### src/rtl/seg_pkg.sv
// rtl/seg_pkg.sv - register map, field positions and segment encodings for seg_display_ctrl
package seg_pkg;

    // Word index taken from A[3:2]: DATA at 0x0, CTRL at 0x4, STATUS at 0x8
    localparam logic [1:0] REG_DATA   = 2'd0;
    localparam logic [1:0] REG_CTRL   = 2'd1;
    localparam logic [1:0] REG_STATUS = 2'd2;

    localparam int CTRL_EN_BIT     = 0;
    localparam int CTRL_BLANK_LSB  = 4;
    localparam int CTRL_BRIGHT_LSB = 8;
    localparam int CTRL_DP_LSB     = 12;

    localparam int STATUS_IDX_LSB  = 0;
    localparam int STATUS_PEND_BIT = 2;

    localparam logic [31:0] CTRL_DEFAULT = 32'h00000F01;

    localparam logic [6:0] SEG_BLANK = 7'h7F;

    // Active-low {g,f,e,d,c,b,a}; element n encodes hex digit n
    localparam logic [15:0][6:0] SEG_CODES = {
        7'h0E, 7'h06, 7'h21, 7'h46, 7'h03, 7'h08, 7'h10, 7'h00,
        7'h78, 7'h02, 7'h12, 7'h19, 7'h30, 7'h24, 7'h79, 7'h40
    };

endpackage

### src/rtl/hex7seg_decoder.sv
// rtl/hex7seg_decoder.sv - combinational hex nibble to active-low seven-segment decoder
module hex7seg_decoder
    import seg_pkg::*;
(
    input  logic [3:0] nibble,
    output logic [6:0] seg
);

    assign seg = SEG_CODES[nibble];

endmodule

### src/rtl/seg_display_ctrl.sv
// rtl/seg_display_ctrl.sv - memory-mapped 4-digit seven-segment scan controller, decimal points under SEG_DP_EN
module seg_display_ctrl
    import seg_pkg::*;
#(
    parameter int          DIV_W    = 16,
    parameter logic [31:0] RST_CTRL = CTRL_DEFAULT
) (
    input  logic        clk,
    input  logic        rst,
    input  logic [3:0]  A,
    input  logic [31:0] WD,
    input  logic        WE,
    output logic [31:0] RD,
    output logic [6:0]  HEX,
    output logic [3:0]  HEX_Selector,
    output logic        DP
);

    logic [DIV_W-1:0] cnt;
    logic [1:0]       idx;
    logic             pending;
    logic [15:0]      data_r;
    logic [15:0]      shadow;
    logic             en_r;
    logic [3:0]       blank_r;
    logic [3:0]       bright_r;

    logic [1:0] reg_sel;
    logic       we_data;
    logic       we_ctrl;
    logic       slot_wrap;
    logic       frame_wrap;
    logic [3:0] duty_phase;
    logic       digit_on;
    logic [3:0] nibble;
    logic [6:0] seg;

    assign reg_sel    = A[3:2];
    assign we_data    = WE && (reg_sel == REG_DATA);
    assign we_ctrl    = WE && (reg_sel == REG_CTRL);
    assign slot_wrap  = &cnt;
    assign frame_wrap = slot_wrap && (idx == 2'd3);
    assign duty_phase = cnt[DIV_W-1 -: 4];
    assign digit_on   = en_r && !blank_r[idx] && (duty_phase <= bright_r);
    assign nibble     = shadow[{idx, 2'b00} +: 4];

    hex7seg_decoder u_decoder (
        .nibble (nibble),
        .seg    (seg)
    );

    // Shadow reloads only at the frame boundary so a frame is never torn
    always_ff @(posedge clk) begin
        if (rst) begin
            cnt      <= '0;
            idx      <= 2'd0;
            pending  <= 1'b0;
            data_r   <= 16'h0000;
            shadow   <= 16'h0000;
            en_r     <= RST_CTRL[CTRL_EN_BIT];
            blank_r  <= RST_CTRL[CTRL_BLANK_LSB +: 4];
            bright_r <= RST_CTRL[CTRL_BRIGHT_LSB +: 4];
        end else begin
            cnt <= cnt + 1'b1;
            if (slot_wrap) begin
                idx <= idx + 2'd1;
            end
            if (we_data) begin
                data_r <= WD[15:0];
            end
            if (frame_wrap) begin
                shadow  <= we_data ? WD[15:0] : data_r;
                pending <= 1'b0;
            end else if (we_data) begin
                pending <= 1'b1;
            end
            if (we_ctrl) begin
                en_r     <= WD[CTRL_EN_BIT];
                blank_r  <= WD[CTRL_BLANK_LSB +: 4];
                bright_r <= WD[CTRL_BRIGHT_LSB +: 4];
            end
        end
    end

    always_ff @(posedge clk) begin
        if (rst) begin
            HEX          <= SEG_BLANK;
            HEX_Selector <= 4'hF;
        end else if (digit_on) begin
            HEX          <= seg;
            HEX_Selector <= ~(4'b0001 << idx);
        end else begin
            HEX          <= SEG_BLANK;
            HEX_Selector <= 4'hF;
        end
    end

`ifdef SEG_DP_EN
    logic [3:0] dp_mask_r;
    logic       dp_r;

    always_ff @(posedge clk) begin
        if (rst) begin
            dp_mask_r <= RST_CTRL[CTRL_DP_LSB +: 4];
            dp_r      <= 1'b1;
        end else begin
            if (we_ctrl) begin
                dp_mask_r <= WD[CTRL_DP_LSB +: 4];
            end
            dp_r <= digit_on ? ~dp_mask_r[idx] : 1'b1;
        end
    end

    assign DP = dp_r;
`else
    assign DP = 1'b1;
`endif

    always_comb begin
        RD = 32'h0000_0000;
        case (reg_sel)
            REG_DATA: RD[15:0] = data_r;
            REG_CTRL: begin
                RD[CTRL_EN_BIT]              = en_r;
                RD[CTRL_BLANK_LSB +: 4]      = blank_r;
                RD[CTRL_BRIGHT_LSB +: 4]     = bright_r;
`ifdef SEG_DP_EN
                RD[CTRL_DP_LSB +: 4]         = dp_mask_r;
`endif
            end
            REG_STATUS: begin
                RD[STATUS_IDX_LSB +: 2]      = idx;
                RD[STATUS_PEND_BIT]          = pending;
            end
            default: RD = 32'h0000_0000;
        endcase
    end

    logic unused_bits;
    assign unused_bits = ^{WD[31:16], A[1:0]};

endmodule

### config.mk
export PLATFORM = sky130hd
export DESIGN_NAME = seg_display_ctrl
export DESIGN_NICKNAME = d
export VERILOG_FILES = /design/src/rtl/seg_pkg.sv /design/src/rtl/hex7seg_decoder.sv /design/src/rtl/seg_display_ctrl.sv
export SDC_FILE = /design/constraint.sdc
export NUM_CORES = 1
export LEC_CHECK = 0
export BUFFER_PORTS_ARGS = -buffer_cell sky130_fd_sc_hd__buf_2
export CAP_MARGIN = 20
export CORE_MARGIN = 4
export CORE_UTILIZATION = 48
export DETAILED_ROUTE_END_ITERATION = 12
export PLACE_DENSITY_LB_ADDON = 0.15
export SLEW_MARGIN = 10
export SYNTH_ARGS = -nofsm -noshare
export SYNTH_HDL_FRONTEND = slang
export SYNTH_SLANG_ARGS = --single-unit
### constraint.sdc
create_clock -name clk -period 1.9 [get_ports clk]
set_clock_uncertainty 0.05 [all_clocks]
set_input_delay 0.19 -clock clk [delete_from_list [all_inputs] [get_ports clk]]
set_output_delay 0.19 -clock clk [all_outputs]
set_load 0.01 [all_outputs]
==> results by stage <==
Outcome:
- The flow ran to the end, but the final reports show violations.
- The checks that failed: negative setup slack.

Job:
- Max-cap violations in this run came to 0.

Synth:
- The warning count from the yosys run is 0.
- Of the synthesized area, sequential elements account for 40.6%.
- The mean area per synthesized cell is 8.88 um2.
- Synthesis produced 394 cells.
- After synthesis, the netlist uses 40 different library cells.
- The flip-flop and latch count after synthesis is 71.
- After synthesis the cells add up to 3500 um2.

Layout:
- The total number of nets in the final design is 514.
- The post-route netlist has 26.5% of its cells at a drive strength greater than 1.
- The count of cells in the finished layout, fillers not included, comes to 561.
- Relative to the synthesized area, the layout overhead comes to 21.6%.
- The library cell used most frequently in the layout, excluding fill and tap cells, is sky130_fd_sc_hd__nand2_1.
- In the layout the commonest cells are 68 x sky130_fd_sc_hd__nand2_1, 67 x sky130_fd_sc_hd__dfxtp_1, 47 x sky130_fd_sc_hd__buf_2.
- 0 antenna diodes ended up in the layout.
- After routing the design area is 4250 um2.

Clock tree:
- The clock-pin slew of the registers on the worst-case setup and hold paths is 0.08 ns.
- The number of buffers added by the clock tree synthesis step is 9.
- TritonCTS built the clock tree.
- The number of levels in the clock H-tree is 3.
- The later pin in the worst-skew pair is clocked with a latency of 0.35 ns.
- The clock passes through at most 2 buffers.
- CTS placed an instance of sky130_fd_sc_hd__clkbuf_8 at the clock tree root.
- The clock drives 71 sinks.

Route:
- The average wire per cell in the routed design is 13.8 um.
- The antenna violation net count after detailed routing is 0.
- The DRC violations left is 0.
- The routed via count is 2828.
- Summed over all layers, the routed wires come to 7720 um.
- The via density per instance is 5.04.
- The first detailed-routing pass took 6 iterations.
- In this run, the number of DRC markers left after iteration 0 of detailed routing was 88.

GRT:
- In the global route stage, overall resource usage came out at 17.8%.
- The via count of the first global-routing pass is 2582.
- The first global-routing pass estimated 12100 um of wire.
- The initial antenna violation count came to 0.
- Entering global routing, the biggest net connects 45 pins.
- The final global-route overflow total is 0.

Floorplanning:
- The die boundary width is 93.4 um.
- The number of I/O pins is 83.
- Row generation in the floorplan step produced 30 rows.
- The floorplan step defined a die boundary enclosing 8720 um2.
- Once the floorplan was initialized, standard cells occupied 50.4% of the core.
- Measured along the y axis, the die boundary spans 93.4 um.
- The core outline area is 6940 um2.

Pwr:
- The peak ir drop on the vdd network is 0.423 mV.
- In this run the power spent charging and discharging nets is 0.756 mW.
- Of the total power, registers draw 48.8%.
- The logic gate share of total power is 7.7%.
- The leakage power is 1.93 nW.
- The switching portion of total power is 23.9%.
- Power spread over the standard cell area amounts to 744 nW/um2.
- The cell-internal power is 2.41 mW.
- The clock network accounts for 43.5% of the total power.

STA:
- The highest clock frequency the design can meet is 511 MHz.
- Setup repair after global routing could not meet its margin everywhere.
- The final worst-path setup slack is -0.0566 ns.
- The number of hold violations in the final report is 0.
- Subtracting the final worst setup slack from the clock period gives 1.96 ns.
- The part of the cycle the worst path needs is 103%.
- The final-layout setup total negative slack is -0.0566 ns.
- The number of slew-limit violations in the final report is 0.
- The total setup violations reported at the end of the flow is 1.

Setup path:
- The peak fanout along the critical path is 6.
- The worst setup path is launched from a register.
- Setup slack on the worst reg-to-reg path comes out at -0.06 ns.
- The startpoint of the lowest-slack register-to-register path is idx[0]$_SDFFE_PP0P_.
- The critical register-to-register path endpoint is HEX[0]$_SDFF_PP1_.
- The type of the worst setup path is reg2reg.
- For the worst setup path, the data required time is 2.12 ns.
- The number of cells on the worst reg-to-reg path is 7.
- STA classifies the critical path endpoint as a register.
- The signal arrival time at the worst endpoint is 2.18 ns.

Min path:
- The worst hold path endpoint is bright_r[1]$_SDFFE_PP1P_.
- The worst hold path was traced through 3 stages.
- The path class of the lowest-slack min-delay path is in2reg.
- In this run the most critical hold path is launched from WD[9].

Place:
- The post-place instance area is 3890 um2.
- The routability congestion estimate is 0.803.
- Before CTS, the worst setup slack after placement is -0.0439 ns.
- The instance count after placement with tap cells included is 540.
- During placement, the flow inserted port buffers numbering 47.
- The half-perimeter wire length after detailed placement is 5470 um.
-- final cells by class --
| class | instances | area, um2 |
|---|---|---|
| Sequential cell | 71 | 1430 |
| Tap cell | 96 | 120 |
| Clock inverter | 6 | 92.6 |
| Multi-Input combinational cell | 288 | 1920 |
| Inverter | 11 | 43.8 |
| Clock buffer | 10 | 138 |
| Timing Repair Buffer | 79 | 507 |
| Fill cell | 616 | 2690 |
-- worst max path at each step --
| stage | start | end | slack [ns] |
|---|---|---|---|
| after detailed placement | idx[0]$_SDFFE_PP0P_ | HEX[0]$_SDFF_PP1_ | -0.04 |
| final | idx[0]$_SDFFE_PP0P_ | HEX[0]$_SDFF_PP1_ | -0.06 |
| after floorplan | idx[0]$_SDFFE_PP0P_ | HEX[0]$_SDFF_PP1_ | 0.0001 |
| after global placement | idx[0]$_SDFFE_PP0P_ | HEX[0]$_SDFF_PP1_ | -0.007 |
| after CTS | idx[0]$_SDFFE_PP0P_ | HEX[0]$_SDFF_PP1_ | 0.005 |
| after global routing | idx[0]$_SDFFE_PP0P_ | HEX[0]$_SDFF_PP1_ | -0.14 |
-- repair_timing --
item,in CTS,in global routing
pin swaps,0,8
hold buffers,1,0
endpoints found under the hold margin,1,0
endpoints found under the setup margin,4,11
gates resized for setup,3,21
gates cloned,0,1
buffers inserted,1,2
-- state kept, by name, summed over array words and instances (netlist names) --
| name | cells |
|---|---|
| HEX | 7 |
| HEX_Selector | 4 |
| blank_r | 4 |
| bright_r | 4 |
| cnt | 16 |
| data_r | 16 |
| en_r | 1 |
| idx | 2 |
| pending | 1 |
| shadow | 16 |
-- power groups by stage --
| stage | registers [mW] | logic, mW | clock network (mW) |
|---|---|---|---|
| floorplan | 1.58 | 0.162 | 0 |
| global placement | 1.58 | 0.228 | 0 |
| detailed placement | 1.58 | 0.231 | 0 |
| CTS | 1.54 | 0.235 | 1.41 |
| global route | 1.55 | 0.272 | 1.47 |
| finish | 1.54 | 0.244 | 1.37 |
-- worst max-delay path, stage by stage (launching register included) --
cell	delay, ns
sky130_fd_sc_hd__dfxtp_4	0.40
sky130_fd_sc_hd__mux4_2	0.61
sky130_fd_sc_hd__inv_4	0.12
sky130_fd_sc_hd__ha_4	0.15
sky130_fd_sc_hd__nor2_1	0.06
sky130_fd_sc_hd__a211oi_1	0.27
sky130_fd_sc_hd__a21oi_1	0.10
sky130_fd_sc_hd__o21ai_1	0.13
-- cell families (layout without fill, tap and decap cells) --
| logic type | Yosys count | count (layout) | synth area share [%] |
|---|---|---|---|
| muxes | 24 | 24 | 8.23 |
| buffers and inverters | 50 | 106 | 8.55 |
| and+or+nand+nor | 158 | 158 | 22.3 |
| other | 2 | 17 | 0.215 |
| xor gates and xnor gates | 16 | 16 | 4.01 |
| adders and majority gates | 15 | 15 | 5.37 |
| DFF | 71 | 71 | 40.6 |
| AOI/OAI and AO/OA | 58 | 58 | 10.7 |
-- through the flow --
stage	util (%)	hold WS [ns]	power, mW
detailed placement	56.0	0.371	1.81
floorplan	-	0.264	1.75
global route	61.2	0.0209	3.29
CTS	59.6	0.00615	3.19
finish	61.2	0.0176	3.16
global placement	56.0	0.368	1.81
-- cells in the mapped netlist --
cell type / n / share of area (%)
sky130_fd_sc_hd__mux2i_1: 19 / 5.4
sky130_fd_sc_hd__buf_4: 20 / 4.3
sky130_fd_sc_hd__a21o_1: 16 / 3.4
sky130_fd_sc_hd__o21ai_0: 6 / 0.86
sky130_fd_sc_hd__a21oi_1: 27 / 3.9
sky130_fd_sc_hd__nor3b_1: 18 / 3.9
sky130_fd_sc_hd__nand2_1: 68 / 7.3
sky130_fd_sc_hd__buf_2: 5 / 0.72
sky130_fd_sc_hd__a2111oi_4: 1 / 0.79
sky130_fd_sc_hd__nand3b_1: 5 / 1.1
sky130_fd_sc_hd__mux4_2: 1 / 0.64
sky130_fd_sc_hd__and3_1: 3 / 0.54
sky130_fd_sc_hd__inv_1: 10 / 1.1
sky130_fd_sc_hd__xor2_1: 10 / 2.5
sky130_fd_sc_hd__buf_6: 4 / 1.3
sky130_fd_sc_hd__or2_2: 1 / 0.18
sky130_fd_sc_hd__mux4_1: 2 / 1.5
sky130_fd_sc_hd__nor4_4: 1 / 0.61
sky130_fd_sc_hd__nor2b_1: 1 / 0.18
sky130_fd_sc_hd__ha_1: 15 / 5.4
sky130_fd_sc_hd__o22ai_1: 1 / 0.18
sky130_fd_sc_hd__dfxtp_1: 71 / 41
sky130_fd_sc_hd__clkbuf_1: 9 / 0.97
sky130_fd_sc_hd__clkinv_1: 1 / 0.11
sky130_fd_sc_hd__o221ai_1: 2 / 0.50
sky130_fd_sc_hd__mux2_2: 2 / 0.64
sky130_fd_sc_hd__conb_1: 2 / 0.21
sky130_fd_sc_hd__nor2_1: 34 / 3.6
sky130_fd_sc_hd__nand3_1: 11 / 1.6
sky130_fd_sc_hd__and4_1: 1 / 0.25
sky130_fd_sc_hd__o211ai_1: 1 / 0.21
sky130_fd_sc_hd__nand3_4: 1 / 0.50
sky130_fd_sc_hd__a211oi_1: 3 / 0.64
sky130_fd_sc_hd__o311ai_0: 1 / 0.25
sky130_fd_sc_hd__and2_1: 7 / 1.3
sky130_fd_sc_hd__xnor2_1: 6 / 1.5
sky130_fd_sc_hd__nor3_1: 3 / 0.43
sky130_fd_sc_hd__buf_1: 1 / 0.11
sky130_fd_sc_hd__and4_4: 1 / 0.32
sky130_fd_sc_hd__nand4_1: 3 / 0.54
-- routing by layer --
| layer | GRT usage, % | share of wire (%) | up-vias |
|---|---|---|---|
| li1 | - | - | 1420 |
| met1 | 22.4 | 45 | 1310 |
| met2 | 28.6 | 48 | 84 |
| met3 | 4.99 | 5.4 | 14 |
| met4 | 6.96 | 1.6 | 0 |
| met5 | 0 | 0 | - |
Power figures use the tool's default switching activity.
